File: config.mk
export PLATFORM = sky130hd
export DESIGN_NAME = modexp_ctrl
export DESIGN_NICKNAME = d
export VERILOG_FILES = /design/src/rtl/modexp_ctrl.sv
export SDC_FILE = /design/constraint.sdc
export NUM_CORES = 1
export LEC_CHECK = 0
export CORE_MARGIN = 2
export CORE_UTILIZATION = 45
export CTS_CLUSTER_DIAMETER = 30
export CTS_CLUSTER_SIZE = 24
export DETAILED_ROUTE_END_ITERATION = 10
export HOLD_SLACK_MARGIN = 0.12
export PLACE_DENSITY = 0.69
export SLEW_MARGIN = 15
export SYNTH_ARGS = -nofsm -noshare
export SYNTH_HDL_FRONTEND = slang
export SYNTH_SLANG_ARGS = --single-unit
File: constraint.sdc
create_clock -name clk -period 2.9 [get_ports clk]
set_input_delay 0.435 -clock clk [delete_from_list [all_inputs] [get_ports clk]]
set_output_delay 0.435 -clock clk [all_outputs]
set_load 0.01 [all_outputs]
File: src/rtl/modexp_ctrl.sv
// Left-to-right square-and-multiply base^exponent mod modulus over one external Mult; every product reduced in 2*WIDTH cycles.
// start is ignored while busy; Mult latency is absorbed in the *_WAIT states. Define CONST_TIME_EN to run a multiply step on every exponent bit.
module modexp_ctrl #(
  parameter int WIDTH     = 8,
  parameter int EXP_WIDTH = 8
) (
  input  logic                   clk,
  input  logic                   rst,
  input  logic                   start,
  input  logic [WIDTH-1:0]       base,
  input  logic [EXP_WIDTH-1:0]   exponent,
  input  logic [WIDTH-1:0]       modulus,
  output logic                   mult_start,
  output logic [WIDTH-1:0]       mult_in1,
  output logic [WIDTH-1:0]       mult_in2,
  input  logic [2*WIDTH-1:0]     mult_out,
  input  logic                   mult_finish,
  output logic [WIDTH-1:0]       result,
  output logic                   busy,
  output logic                   finish,
  output logic [4:0]             mult_ops
);
  localparam int IW = (EXP_WIDTH > 1) ? $clog2(EXP_WIDTH) : 1;
  localparam int CW = $clog2(2*WIDTH);

  typedef enum logic [3:0] {
    S_IDLE, S_BRED, S_SQ_REQ, S_SQ_WAIT, S_SQ_RED,
    S_MUL_REQ, S_MUL_WAIT, S_MUL_RED, S_NEXT, S_DONE
  } state_t;

  state_t               r_state, w_nxt;
  logic [EXP_WIDTH-1:0] r_exp;
  logic [WIDTH-1:0]     r_mod, r_r, r_b, r_result;
  logic [IW-1:0]        r_i;
  logic [2*WIDTH-1:0]   r_dvd;
  logic [WIDTH:0]       r_rem;
  logic [CW-1:0]        r_cnt;
  logic [4:0]           r_ops;
  logic [WIDTH+1:0]     w_rem_sh;
  logic [WIDTH:0]       w_rem_nxt;
  logic                 w_ge, w_red_last, w_bit;

  // One restoring-division step: shift in the next dividend bit, subtract if it fits.
  assign w_rem_sh   = {r_rem, r_dvd[2*WIDTH-1]};
  assign w_ge       = (w_rem_sh >= {2'b00, r_mod});
  assign w_rem_nxt  = w_ge ? (WIDTH+1)'(w_rem_sh - {2'b00, r_mod}) : w_rem_sh[WIDTH:0];
  assign w_red_last = (r_cnt == CW'(2*WIDTH-1));
  assign w_bit      = r_exp[r_i];
  assign result     = r_result;
  assign mult_ops   = r_ops;

  always_comb begin
    w_nxt      = r_state;
    mult_start = 1'b0;
    mult_in1   = '0;
    mult_in2   = '0;
    busy       = (r_state != S_IDLE);
    finish     = 1'b0;
    case (r_state)
      S_IDLE:     if (start) w_nxt = (modulus <= WIDTH'(1)) ? S_DONE : S_BRED;
      S_BRED:     if (w_red_last) w_nxt = S_SQ_REQ;
      S_SQ_REQ: begin
        mult_start = 1'b1;
        mult_in1   = r_r;
        mult_in2   = r_r;
        w_nxt      = S_SQ_WAIT;
      end
      S_SQ_WAIT:  if (mult_finish) w_nxt = S_SQ_RED;
      S_SQ_RED: begin
`ifdef CONST_TIME_EN
        if (w_red_last) w_nxt = S_MUL_REQ;
`else
        if (w_red_last) w_nxt = w_bit ? S_MUL_REQ : S_NEXT;
`endif
      end
      S_MUL_REQ: begin
        mult_start = 1'b1;
        mult_in1   = r_r;
        mult_in2   = r_b;
        w_nxt      = S_MUL_WAIT;
      end
      S_MUL_WAIT: if (mult_finish) w_nxt = S_MUL_RED;
      S_MUL_RED:  if (w_red_last) w_nxt = S_NEXT;
      S_NEXT:     w_nxt = (r_i == '0) ? S_DONE : S_SQ_REQ;
      S_DONE: begin
        finish = 1'b1;
        w_nxt  = S_IDLE;
      end
      default:    w_nxt = S_IDLE;
    endcase
  end

  always_ff @(posedge clk) begin
    if (rst) begin
      r_state  <= S_IDLE;
      r_exp    <= '0;
      r_mod    <= '0;
      r_r      <= '0;
      r_b      <= '0;
      r_result <= '0;
      r_i      <= '0;
      r_dvd    <= '0;
      r_rem    <= '0;
      r_cnt    <= '0;
      r_ops    <= '0;
    end else begin
      r_state <= w_nxt;
      case (r_state)
        S_IDLE: if (start) begin
          r_exp <= exponent;
          r_mod <= modulus;
          r_ops <= '0;
          r_i   <= IW'(EXP_WIDTH-1);
          r_dvd <= {{WIDTH{1'b0}}, base};
          r_rem <= '0;
          r_cnt <= '0;
          if (modulus <= WIDTH'(1)) begin
            r_r      <= '0;
            r_result <= '0;
          end else begin
            r_r <= WIDTH'(1);
          end
        end
        S_SQ_REQ, S_MUL_REQ: r_ops <= (r_ops == 5'd31) ? r_ops : r_ops + 5'd1;
        S_SQ_WAIT, S_MUL_WAIT: if (mult_finish) begin
          r_dvd <= mult_out;
          r_rem <= '0;
          r_cnt <= '0;
        end
        S_BRED, S_SQ_RED, S_MUL_RED: begin
          r_dvd <= r_dvd << 1;
          r_rem <= w_rem_nxt;
          r_cnt <= r_cnt + CW'(1);
          if (w_red_last) begin
            if (r_state == S_BRED)        r_b <= w_rem_nxt[WIDTH-1:0];
            else if (r_state == S_SQ_RED) r_r <= w_rem_nxt[WIDTH-1:0];
`ifdef CONST_TIME_EN
            else if (w_bit)               r_r <= w_rem_nxt[WIDTH-1:0];
`else
            else                          r_r <= w_rem_nxt[WIDTH-1:0];
`endif
          end
        end
        S_NEXT: begin
          if (r_i == '0) r_result <= r_r;
          else           r_i      <= r_i - IW'(1);
        end
        default: ;
      endcase
    end
  end
endmodule

# ---- Word level (Yosys, flattened, before mapping)
# Index checks and enable logic that the tools add are counted.
dict set report totals {
  reg_bits 81
  input_bits 44
  out_inout_bits 32
}
dict set report op_classes {
  n_addsub 4
  n_lt_le_gt_ge 3
  n_eq_ne 24
  muxes 41
  n_reduce_logical 18
}
# cell count
set op_table {}
lappend op_table {{8-bit 2-to-1 mux} 7}
lappend op_table {{16-bit case mux with 3 select lines} 1}
lappend op_table {{8-bit case mux with 2 select lines} 3}
lappend op_table {{4-bit 2-to-1 mux} 11}
lappend op_table {{4-bit case mux with 9 select lines} 1}
lappend op_table {{16-bit 2-to-1 mux} 2}
lappend op_table {{9-bit 2-to-1 mux} 3}
lappend op_table {{9-bit case mux with 3 select lines} 1}
lappend op_table {{2-bit != test (second input constant)} 13}
lappend op_table {{4-bit by 3-bit equality test with 1-bit output (second input constant)} 4}
lappend op_table {{4-bit equality test (second input constant)} 3}
lappend op_table {{4-bit case mux with 3 select lines} 1}
lappend op_table {{3-bit AND reduction} 4}
lappend op_table {{10-bit by 8-bit >= comparator with 1-bit output} 1}
lappend op_table {{5-bit 2-to-1 mux} 2}
lappend op_table {{5-bit case mux with 2 select lines} 1}
lappend op_table {{9-bit by 8-bit subtractor with 9-bit output} 1}
lappend op_table {{4-bit by 2-bit equality test with 1-bit output (second input constant)} 2}
lappend op_table {{8-bit by 1-bit less-or-equal comparator with 1-bit output (second input constant)} 1}
lappend op_table {{4-bit AND reduction} 2}
lappend op_table {{3-bit 2-to-1 mux} 2}
lappend op_table {{3-bit case mux with 2 select lines} 1}
lappend op_table {{6-bit AND reduction} 1}
lappend op_table {{2-bit nonzero test} 3}
lappend op_table {{15 further kinds} 19}

# ---- Depth between registers and ports, before layout
dict set report logic_depth {
  depth_word 5
  depth_mapped 10
}

# ---- Least setup slack after synthesis
# OpenSTA, ideal clock, no wires.
dict set report synth_path {
  path_kind {flip-flop to flip-flop}
  from {register r_dvd[15]}
  to {register r_b[5]}
  arrival_time_ns 2.280
  t_required_ns 2.814
  path_slack_ns 0.534
  stages_incl_launch_ff 10
  period_less_slack_ns 2.366
  cell_sequence {dfxtp_1 -> inv_1 -> ha_1 -> inv_1 -> fa_1 -> nand3_1 -> a31oi_1 -> nor4_4 -> mux2_2 -> a211oi_1}
}
dict set report synth_via {
  elab_chain_cells 2
  word_cells_on_any_way 3
}
# element line
set synth_rtl {}
lappend synth_rtl {{start: declaration} 35} ;# logic [2*WIDTH-1:0] r_dvd;
lappend synth_rtl {{start signal: assignment} 114} ;# r_dvd <= {{WIDTH{1'b0}}, base};
lappend synth_rtl {{start signal: assignment} 126} ;# r_dvd <= mult_out;
lappend synth_rtl {{start signal: assignment} 131} ;# r_dvd <= r_dvd << 1;
lappend synth_rtl {{9-bit by 8-bit subtractor with 9-bit output / 10-bit by 8-bit >= comparator with 1-bit output (equally long branches)} {46, 45}}
lappend synth_rtl {{9-bit 2-to-1 mux *} 46} ;# assign w_rem_nxt = w_ge ? (WIDTH+1)'(w_rem_sh - {2'b00, r_mod}) : w_rem_sh[WIDTH:0];
lappend synth_rtl {{end signal: assignment} 135} ;# if (r_state == S_BRED) r_b <= w_rem_nxt[WIDTH-1:0];
lappend synth_rtl {{end: declaration} 33} ;# logic [WIDTH-1:0] r_mod, r_r, r_b, r_result;
# Every way passes the cells marked *; elsewhere a longest branch is shown, timed or not.
# A chain may end at the register's enable or synchronous reset.

# ---- Final worst setup path
dict set report layout_path {
  from {register r_state[3]}
  to {output port mult_in1[4]}
}
dict set report layout_via {
  elab_chain_cells 3
  word_cells_on_any_way 4
}
# element line
set layout_rtl {}
lappend layout_rtl {{start: declaration} 31} ;# state_t r_state, w_nxt;
lappend layout_rtl {{start signal: assignment} 107} ;# r_state <= w_nxt;
lappend layout_rtl {{4-bit by 2-bit equality test with 1-bit output / 4-bit by 3-bit equality test with 1-bit output (equally long branches)} 59} ;# case (r_state)
lappend layout_rtl {{2-bit OR reduction (no line) *} --}
lappend layout_rtl {{8-bit 2-to-1 mux *} 59}
lappend layout_rtl {{end: declaration} 14} ;# output logic [WIDTH-1:0] mult_in1,
# Marked as above.

==> results.txt <==
- The min-delay analysis places its worst path in the category register to register.
- Endpoint class of the critical path: output port
- The initial utilization of the core area, before any placement, comes to 46.0%.
- Largest buffer count on any clock path: 2
- TritonCTS built the clock tree.
* Number of iterations in the first detailed-routing pass: 5
- Of the synthesized area, sequential elements account for 36.2%.
- Flops & latches, synth: 81
* Clock insertion delay at the later pin of the skew report: roughly 0.36 ns
- Number of antenna violations at the first check in global routing: 0
- Setup violations remaining at the end of the flow were counted as 0.
- Antenna Nets Post-Route: 0
* Critical path fanouts, max: 9
* Peak supply drop: just under 0.6 mV
* Synthesized netlist cell count: 538
- Synthesis produced a netlist with a net count of 596.
* Average wire per standard cell: 16.2 microns
- Hold path startpoint: r_mod[5]$_SDFFE_PP0P_
- Measured against its own limit, the worst slew margin works out to about half.
- Detailed-route DRC error count: 0
- F_max: about 370 MHz
- In this run the critical register-to-register path is launched from r_dvd[15]$_SDFFE_PP0P_.
- Reg-to-reg setup timing slack: 0.40 ns
- The cell area that synthesis handed to floorplanning was between 4000 and 5000 sq um.
- I/O pin count: 76
- Once layout is complete, the utilization of the core stands at 57.2%.
* Final critical path time including I/O delays and setup: ~2.7 ns
* Die area: 10800 sq um
* Detailed-placement wirelength estimate: 8780 microns
* Area overhead of the layout relative to synthesis: 24.3%
- Buffers inserted during clock tree synthesis total 9.
* Capture endpoint of the worst hold path: r_mod[5]$_SDFFE_PP0P_
* Remaining global-route overflow: 0
- Final worst clock skew: 0.0176 ns
* Leading cell types in the layout, fill and taps excluded: 81 x sky130_fd_sc_hd__dfxtp_1, 74 x sky130_fd_sc_hd__clkdlybuf4s50_1, 73 x sky130_fd_sc_hd__nand2_1
* Area of the core region: 9730 sq um
- Startpoint type of the worst setup path: register
- After layout, the worst path uses a little over nine tenths of the clock period.
- At the worst endpoint, the required time is 2.47 ns.
- Tightest Pin Transition: 0.728 ns
- The library cell used most frequently in the layout, excluding fill and tap cells, is sky130_fd_sc_hd__dfxtp_1.
- The net count of the finished layout is 664.
- The first global-routing pass estimated 20200 microns of wire.
- Counting flops with an async set or reset pin after synthesis yields a share of 0%.
* Static Leak: approximately 1.9 nW
- The congestion estimate from routability-driven global placement came to around 0.86.
- In the routed layout, each cell is associated on average with a via count of 5.74.
- The final hold violation count came to 0.
* Layout cells sized above 1: 10.8%
* Arrival time at the worst endpoint: 2.28 ns
- Synth Warn #: 0
- Setup repair after global routing missed its margin: false
* Logic depth of the worst register-to-register path: 10
- Status: finished, final reports clean
* Class of the most critical setup path: register to output port
- Depth of the worst hold-timing path: 2
- The via count of the first global-routing pass came to approximately 4100.
- Via count: 4271
- Final standard cell count with taps included and fillers excluded: 744
* GRT Overall Usage: 22.6%
- Detailed-route wire length: 12000 microns
- Max-cap violations in this run came to 0.
- Drt first-iter violations: 234
- Cell row count: 36
* Max-slew violation count: 0
* Reg2reg end: r_b[0]$_SDFFE_PP0P_
- In this run the number of H-tree levels came out at 3.
* Placed insts: 728
* Chip width: 104 microns
* Clock slew at reported path FFs: 0.09 ns
- Pwr Density: just over 900 nW/um^2
- Buffers added on ports: 75
- Avg Inst Size Synth: 8.32 sq um
* Chip height: just over 100 microns
- Number of sinks driven by the clock tree: 81
- The repair_antennas step left the layout with diodes totalling 0.
- Yosys mapped a number of flops with a built-in enable equal to 0.
- Top_reg_cell synth: sky130_fd_sc_hd__dfxtp_1
- Entering global routing, the biggest net connects 31 pins.
- CTS Root Buffer Type: sky130_fd_sc_hd__clkbuf_8
* Post-route setup TNS: 0 ns
- Post-synthesis cell type count: 69
## where the power goes
| group | switching [W] | total, W | internal, W |
|---|---|---|---|
| clock network | 0.000468 | 0.000883 | 0.000415 |
| registers | 0.000162 | 0.00146 | 0.00130 |
| logic | 0.00166 | 0.00273 | 0.00107 |
| total | 0.00229 | 0.00508 | 0.00279 |
## metrics by stage
| step | power (W) | hold WS, ns | instance area, sq um | worst slack [ns] |
|---|---|---|---|---|
| after floorplan | 0.00353 | 0.432 | 4470 | 0.534 |
| after global placement | 0.00413 | 0.442 | 5350 | 0.432 |
| after detailed placement | 0.00418 | 0.447 | 5350 | 0.390 |
| after CTS | 0.00507 | 0.459 | 5560 | 0.112 |
| after global routing | 0.00542 | 0.474 | 5560 | 0.00469 |
| final | 0.00508 | 0.457 | 5560 | 0.181 |
## worst max-delay path: stages (launching register included)
cell and delay, ns:
sky130_fd_sc_hd__dfxtp_1 0.31, sky130_fd_sc_hd__or2_1 0.34, sky130_fd_sc_hd__nor3_2 0.35, sky130_fd_sc_hd__nor2_2 0.18
sky130_fd_sc_hd__nor2b_1 0.19, sky130_fd_sc_hd__clkdlybuf4s50_1 0.56
## cells in the mapped netlist, types with 3 or more instances
cell type,number,area [sq um]
sky130_fd_sc_hd__a211oi_1,15,113
sky130_fd_sc_hd__a211oi_2,4,50.1
sky130_fd_sc_hd__a21oi_1,40,200
sky130_fd_sc_hd__a221oi_1,7,61.3
sky130_fd_sc_hd__a22o_1,8,70.1
sky130_fd_sc_hd__a22oi_1,3,22.5
sky130_fd_sc_hd__a311oi_1,7,61.3
sky130_fd_sc_hd__a311oi_2,3,45.0
sky130_fd_sc_hd__a31oi_1,14,87.6
sky130_fd_sc_hd__buf_2,18,90.1
sky130_fd_sc_hd__clkbuf_1,16,60.1
sky130_fd_sc_hd__dfxtp_1,81,1620
sky130_fd_sc_hd__ha_1,13,163
sky130_fd_sc_hd__inv_1,24,90.1
sky130_fd_sc_hd__mux2i_1,12,120
sky130_fd_sc_hd__nand2_1,73,274
sky130_fd_sc_hd__nand2b_1,7,43.8
sky130_fd_sc_hd__nand3_1,21,105
sky130_fd_sc_hd__nand3_2,4,40.0
sky130_fd_sc_hd__nand3b_1,6,45.0
sky130_fd_sc_hd__nand4_1,3,18.8
sky130_fd_sc_hd__nor2_1,39,146
sky130_fd_sc_hd__nor2b_1,10,62.6
sky130_fd_sc_hd__nor3_1,18,90.1
sky130_fd_sc_hd__nor3b_1,5,37.5
sky130_fd_sc_hd__nor4_2,3,37.5
sky130_fd_sc_hd__o2111ai_1,7,61.3
sky130_fd_sc_hd__o211ai_1,3,22.5
sky130_fd_sc_hd__o21ai_0,10,50.1
sky130_fd_sc_hd__o32ai_1,4,35.0
sky130_fd_sc_hd__or3_1,6,37.5
sky130_fd_sc_hd__xor2_1,5,43.8
## routing by layer
layer  vias up  wire [microns]  global-route usage (%)
met5         -               0                       0
met2       126            5680                    37.4
met1      2025            5610                    30.2
li1       2109               -                       -
met3        11             610                    4.15
met4         0             139                    6.47
## repair_timing
action                                 CTS  global route
setup endpoints to repair                0             8
gates resized for setup                  0             1
buffers inserted                         0             0
endpoints found under the hold margin    0             0
hold buffers                             0             0
## final cells by class
cell class,instances,area (sq um)
Clock buffer,9,124
Clock inverter,7,83.8
Fill cell,919,4170
Inverter,25,93.8
Multi-Input combinational cell,396,2590
Sequential cell,81,1620
Tap cell,133,166
Timing Repair Buffer,93,881
## cells by family after synthesis
logic type	after synthesis	share of synthesized area (%)
compound gates	143	23.4
xor+xnor	7	1.37
fa+ha+maj	15	4.31
buf+inv	61	5.87
flops	81	36.2
mux	16	4.19
simple gates	215	24.6
## how the worst max path moves through the flow
stage	slack, ns	end	cells past startpoint	start
final	0.18	mult_in1[4]	5	r_state[3]$_SDFFE_PP0P_
after floorplan	0.53	r_b[5]$_SDFFE_PP0P_	9	r_dvd[15]$_SDFFE_PP0P_
after CTS	0.11	mult_in1[1]	5	r_state[3]$_SDFFE_PP0P_
after global routing	0.005	mult_in1[1]	5	r_state[3]$_SDFFE_PP0P_
after global placement	0.43	r_r[3]$_SDFFE_PP0P_	5	start
after detailed placement	0.39	r_r[7]$_SDFFE_PP0P_	5	start
## sequential cells by signal, indices dropped and copies added, names as in the netlist, 4 cells and up
| name | count |
|---|---|
| mult_ops | 5 |
| r_b | 8 |
| r_cnt | 4 |
| r_dvd | 16 |
| r_exp | 8 |
| r_mod | 8 |
| r_r | 8 |
| r_rem | 9 |
| r_state | 4 |
| result | 8 |
Power figures use the tool's default switching activity.
==> edit 1, RTL diff (same settings) <==
`WIDTH`: 8 -> 16.
--- a/src/rtl/modexp_ctrl.sv
+++ b/src/rtl/modexp_ctrl.sv
@@ -3,3 +3,3 @@
 module modexp_ctrl #(
-  parameter int WIDTH     = 8,
+  parameter int WIDTH     = 16,
   parameter int EXP_WIDTH = 8
Ports: changed (6 resized); port bits go from 76 to 132. The function was not compared with the original's and may differ.
==> edit 1 against the original RTL <==
Final cell count rose by 58%; wire length rose by 62%; first-iteration DRC count rose by 94%; total power rose by 140%; via count rose by 54%; sequential share of layout area rose by 1.1 points; cell area rose by 64%; setup slack got worse by 67 ps; area after synthesis rose by 56%; sequential cell count rose by 57; critical path type unchanged; largest cell class unchanged.
==> edit 1: results (changes against the original RTL) <==
stage;metric;value;unit;change
synth;Synthesized Nets;958;;+61%
synth;Seq/Total Area, Yosys;39.62;%;+3.4 points
clock_tree;CTS root buf;clkbuf_16;;
clock_tree;# resized after CTS;1;;+1
placed_design;DP Cell Count;1145;;+57%
timing;Final Skew;8.246;ps;-9.371 ps
finish;Final Non-Filler Cells;1179;;+58%
finish;Fillers;1330;;+45%
synth;Cell variety after synth;62;;-10%
timing;hold slack;408.2;ps;-48.93 ps
synth;Synth Area per Inst;8.118;um2;-2.4%
clock_tree;worst-skew pair later-pin latency;430;ps;+70 ps
worst_hold_path;WHS Endpoint;r_cnt[4];;
synth;Area contributors post-synth;dfxtp_1, nor2_1, nand2_1;;
global_routing;met1 global-route usage;33.28;%;+3.1 points
critical_path;FF-to-FF Start;r_dvd[31];;
outcome;status;completed;;
worst_hold_path;HP Class;in2reg;;
routing;WL met2;8899;um;+57%
clock_tree;cts bufs inserted;17;;+8
worst_hold_path;Hold Startpoint;rst;;
placed_design;port bufs;131;;+75%
critical_path;CP Launch Point;r_state[0];;
placed_design;post-DP HPWL;14120;um;+61%
global_routing;GR Util met3;5.904;%;+1.8 points
timing;fin crit share;96.05;%;+2.3 points
critical_path;CP Data Arrival Time;2350;ps;+70 ps
routing;met3 WL;1115;um;+83%
routing;routed wire length;19500;um;+62%
## edit 1: area by class of cell
cell class / count / area [um2] / area share, %
Clock buffer: 19 / 452.9 / 4.955
Timing Repair Buffer: 159 / 1535 / 16.79
Multi-Input combinational cell: 637 / 3895 / 42.61
Sequential cell: 138 / 2765 / 30.25
Clock inverter: 13 / 163.9 / 1.793
Inverter: 25 / 93.84 / 1.027
Tap cell: 188 / 235.2 / 2.573
## edit 1: worst reg2reg max path, stage by stage, from the launching register on
cell	delay (ps)
dfxtp_1	300
inv_1	70
ha_1	170
inv_1	60
fa_1	400
a21o_1	240
a221oi_4	280
buf_6	150
o21ai_2	80
a311oi_2	300
mux2i_1	250
o31ai_2	90
a211oi_1	250
## edit 1: power breakdown
group          switching (W)  leakage [nW]  internal, W
combinational        0.00405          2.02      0.00298
clock               0.000847         0.300      0.00140
sequential          0.000363          1.12      0.00231
==> edit 2, RTL diff (config.mk and constraints unchanged) <==
Without the edit above. Register the output `mult_in2`, with the module's reset; this adds one clock of latency there. The other outputs are not delayed to match.
--- a/src/rtl/modexp_ctrl.sv
+++ b/src/rtl/modexp_ctrl.sv
@@ -30,2 +30,4 @@
 
+  logic [WIDTH-1:0] mult_in2_d;
+
   state_t               r_state, w_nxt;
@@ -55,3 +57,3 @@
     mult_in1   = '0;
-    mult_in2   = '0;
+    mult_in2_d = '0;
     busy       = (r_state != S_IDLE);
@@ -64,3 +66,3 @@
         mult_in1   = r_r;
-        mult_in2   = r_r;
+        mult_in2_d = r_r;
         w_nxt      = S_SQ_WAIT;
@@ -78,3 +80,3 @@
         mult_in1   = r_r;
-        mult_in2   = r_b;
+        mult_in2_d = r_b;
         w_nxt      = S_MUL_WAIT;
@@ -151,2 +153,10 @@
   end
+  always_ff @(posedge clk) begin
+    if (rst) begin
+      mult_in2 <= '0;
+    end else begin
+      mult_in2 <= mult_in2_d;
+    end
+  end
+
 endmodule
Behaviour: no difference found for any inputs over 10 cycles, from zero or initial values and one cycle with rst high; that may be too few to reach the edited logic, so the function may still have changed.
==> edit 2 against the original RTL <==
Setup slack worse by 23 ps; critical path depth stayed put; die area is 0.43% lower; cell area is 1.3% lower; non-clock buffer count is 1 lower; first-iteration DRC count is 16% higher; total power is 0.93% lower; sequential cell count is 8 higher; count of clock-buffer cells in the layout stayed put; clock power is 0.6% lower; wire length is 7.0% lower; register-to-register slack worse by 170 ps; area after synthesis is 0.45% lower; critical endpoint is now mult_in1[0].
==> edit 2: results (changes against the original RTL) <==
stage;metric;value;unit;change
placed_design;DP Cell Count;722;;-0.82%
clock_tree;H-tree depth;3;;unchanged
clock_tree;clk slew on worst S/H paths;90;ps;about the same
die;initial core utilization;45.99;%;about the same
critical_path;CP Data Arrival Time;2310;ps;+30 ps
routing;DR vias;4112;;-3.7%
synth;Synthesized Nets;589;;-1.2%
timing;Worst Tran Pin Value;970.1;ps;+242.1 ps
critical_path;CP max stage cell;clkdlybuf4s50_1;;
synth;Ys Warns;0;;unchanged
global_routing;first-pass GRT wire length;17860;um;-11%
clock_tree;# resized after CTS;0;;unchanged
routing;drt first-iter violations;272;;+16%
finish;biggest regs;r_dvd x16, r_rem x9;;
finish;final instance area;0.005490;mm2;-1.3%
synth;Area contributors post-synth;dfxtp_1, a21oi_1, nand2_1;;
routing;routed wire length;11200;um;-7.0%
synth;Synth Area per Inst;8.388;um2;+0.86%
clock_tree;cts bufs inserted;9;;unchanged
worst_hold_path;HP Class;reg2reg;;
placed_design;port bufs;75;;unchanged
outcome;status;completed;;
placed_design;routability cong.;0.9052;;+4.7%
global_routing;initial antenna violation count;0;;unchanged
routing;vias per cell;5.572;;-2.9%
global_routing;vias in the first global route;3733;;-8.3%
synth;Seq/Total Area, Yosys;40.00;%;+3.8 points
clock_tree;post-CTS setup buffers;0;;unchanged
placed_design;post-DP HPWL;8137;um;-7.3%
finish;Antenna diodes;0;;unchanged
finish;final net count;658;;-0.90%
clock_tree;worst-skew pair later-pin latency;360;ps;about the same
clock_tree;CTS Buffer Depth;2;;unchanged
finish;layout cells sized above 1;9.752;%;-1.0 points
critical_path;max incr delay on CP;570;ps;
synth;commonest cells in the netlist;dfxtp_1, nand2_1, nor2_1;;
placed_design;Placement Setup Slack;277.6;ps;-112.1 ps
critical_path;crit-path max FO;12;;+3
finish;largest register by flop count;r_dvd;;
pwr;leakage power;1.970;nW;+2.0%
synth;asr flop ratio synth;0;%;unchanged
critical_path;CP delay by family, top;buffers and inverters;;
synth;Cell variety after synth;71;;+2.9%
routing;DRT Pass-1 Iters;5;;unchanged
pwr;Peak VDD IR;0.5507;mV;-5.8%
synth;most used flip-flop cell after synthesis;dfxtp_1;;
timing;Final Skew;11.64;ps;-5.978 ps
clock_tree;CTS root buf;clkbuf_8;;
global_routing;largest net degree at the start of global routing;33;;+6.5%
global_routing;Total GRT Usage;21.27;%;-1.3 points
finish;Fillers;894;;-2.7%
placed_design;Area after DPL;0.005290;mm2;-1.2%
-- edit 2: cell count changes in the layout (fill, tap and decap cells not counted), moves of 8 or more --
cell / change
a22oi_1: +17
nor2_1: +20
dfxtp_1: +8
a21oi_1: +16
-- edit 2: worst min-delay path: cells and delay by family (launching register included) --
family	cells	cell delay, ps
and+or+nand+nor	1	50
AOI/OAI and AO/OA	1	50
DFF	1	320
-- edit 2: power by group --
group          internal, W  switching, W
Clock             0.000406      0.000472
Sequential         0.00141      0.000181
Combinational      0.00108       0.00148
-- edit 2: kinds of logic after synthesis --
| kind of cell | after synthesis | share of synthesized area, % |
|---|---|---|
| AND/OR/NAND/NOR | 216 | 22.75 |
| adder cells (fa/ha/maj) | 15 | 4.326 |
| multiplexers | 15 | 4.129 |
| AO/OA/AOI/OAI | 138 | 21.35 |
| buffers and inverters | 52 | 6.095 |
| XOR/XNOR | 6 | 1.349 |
| flip-flops | 89 | 40.00 |
-- edit 2: area by class of cell --
| type | instances | share of cell area, % |
|---|---|---|
| Clock buffer | 9 | 2.256 |
| Timing Repair Buffer | 92 | 15.91 |
| Clock inverter | 7 | 1.390 |
| Inverter | 18 | 1.231 |
| Tap cell | 133 | 3.031 |
| Sequential cell | 89 | 32.45 |
| Multi-Input combinational cell | 390 | 43.73 |
-- edit 2: worst paths after layout --
check / slack [ps] / endpoint / start / cells after the start
min: 450 / r_exp[2] / r_exp[2] / 2
min reg2reg: 450 / r_exp[2] / r_exp[2] / 2
max reg2reg: 230 / r_b[5] / r_dvd[15] / 11
max: 160 / mult_in1[0] / r_state[1] / 5
-- edit 2: per-layer routing --
layer  wire length [um]  track usage [%]  vias to the layer above
li1                   -                -                     2025
met5                  0                0                        -
met2               5417            35.09                      125
met4                148            6.883                        0
met3                517            2.823                       15
met1               5119            28.87                     1947
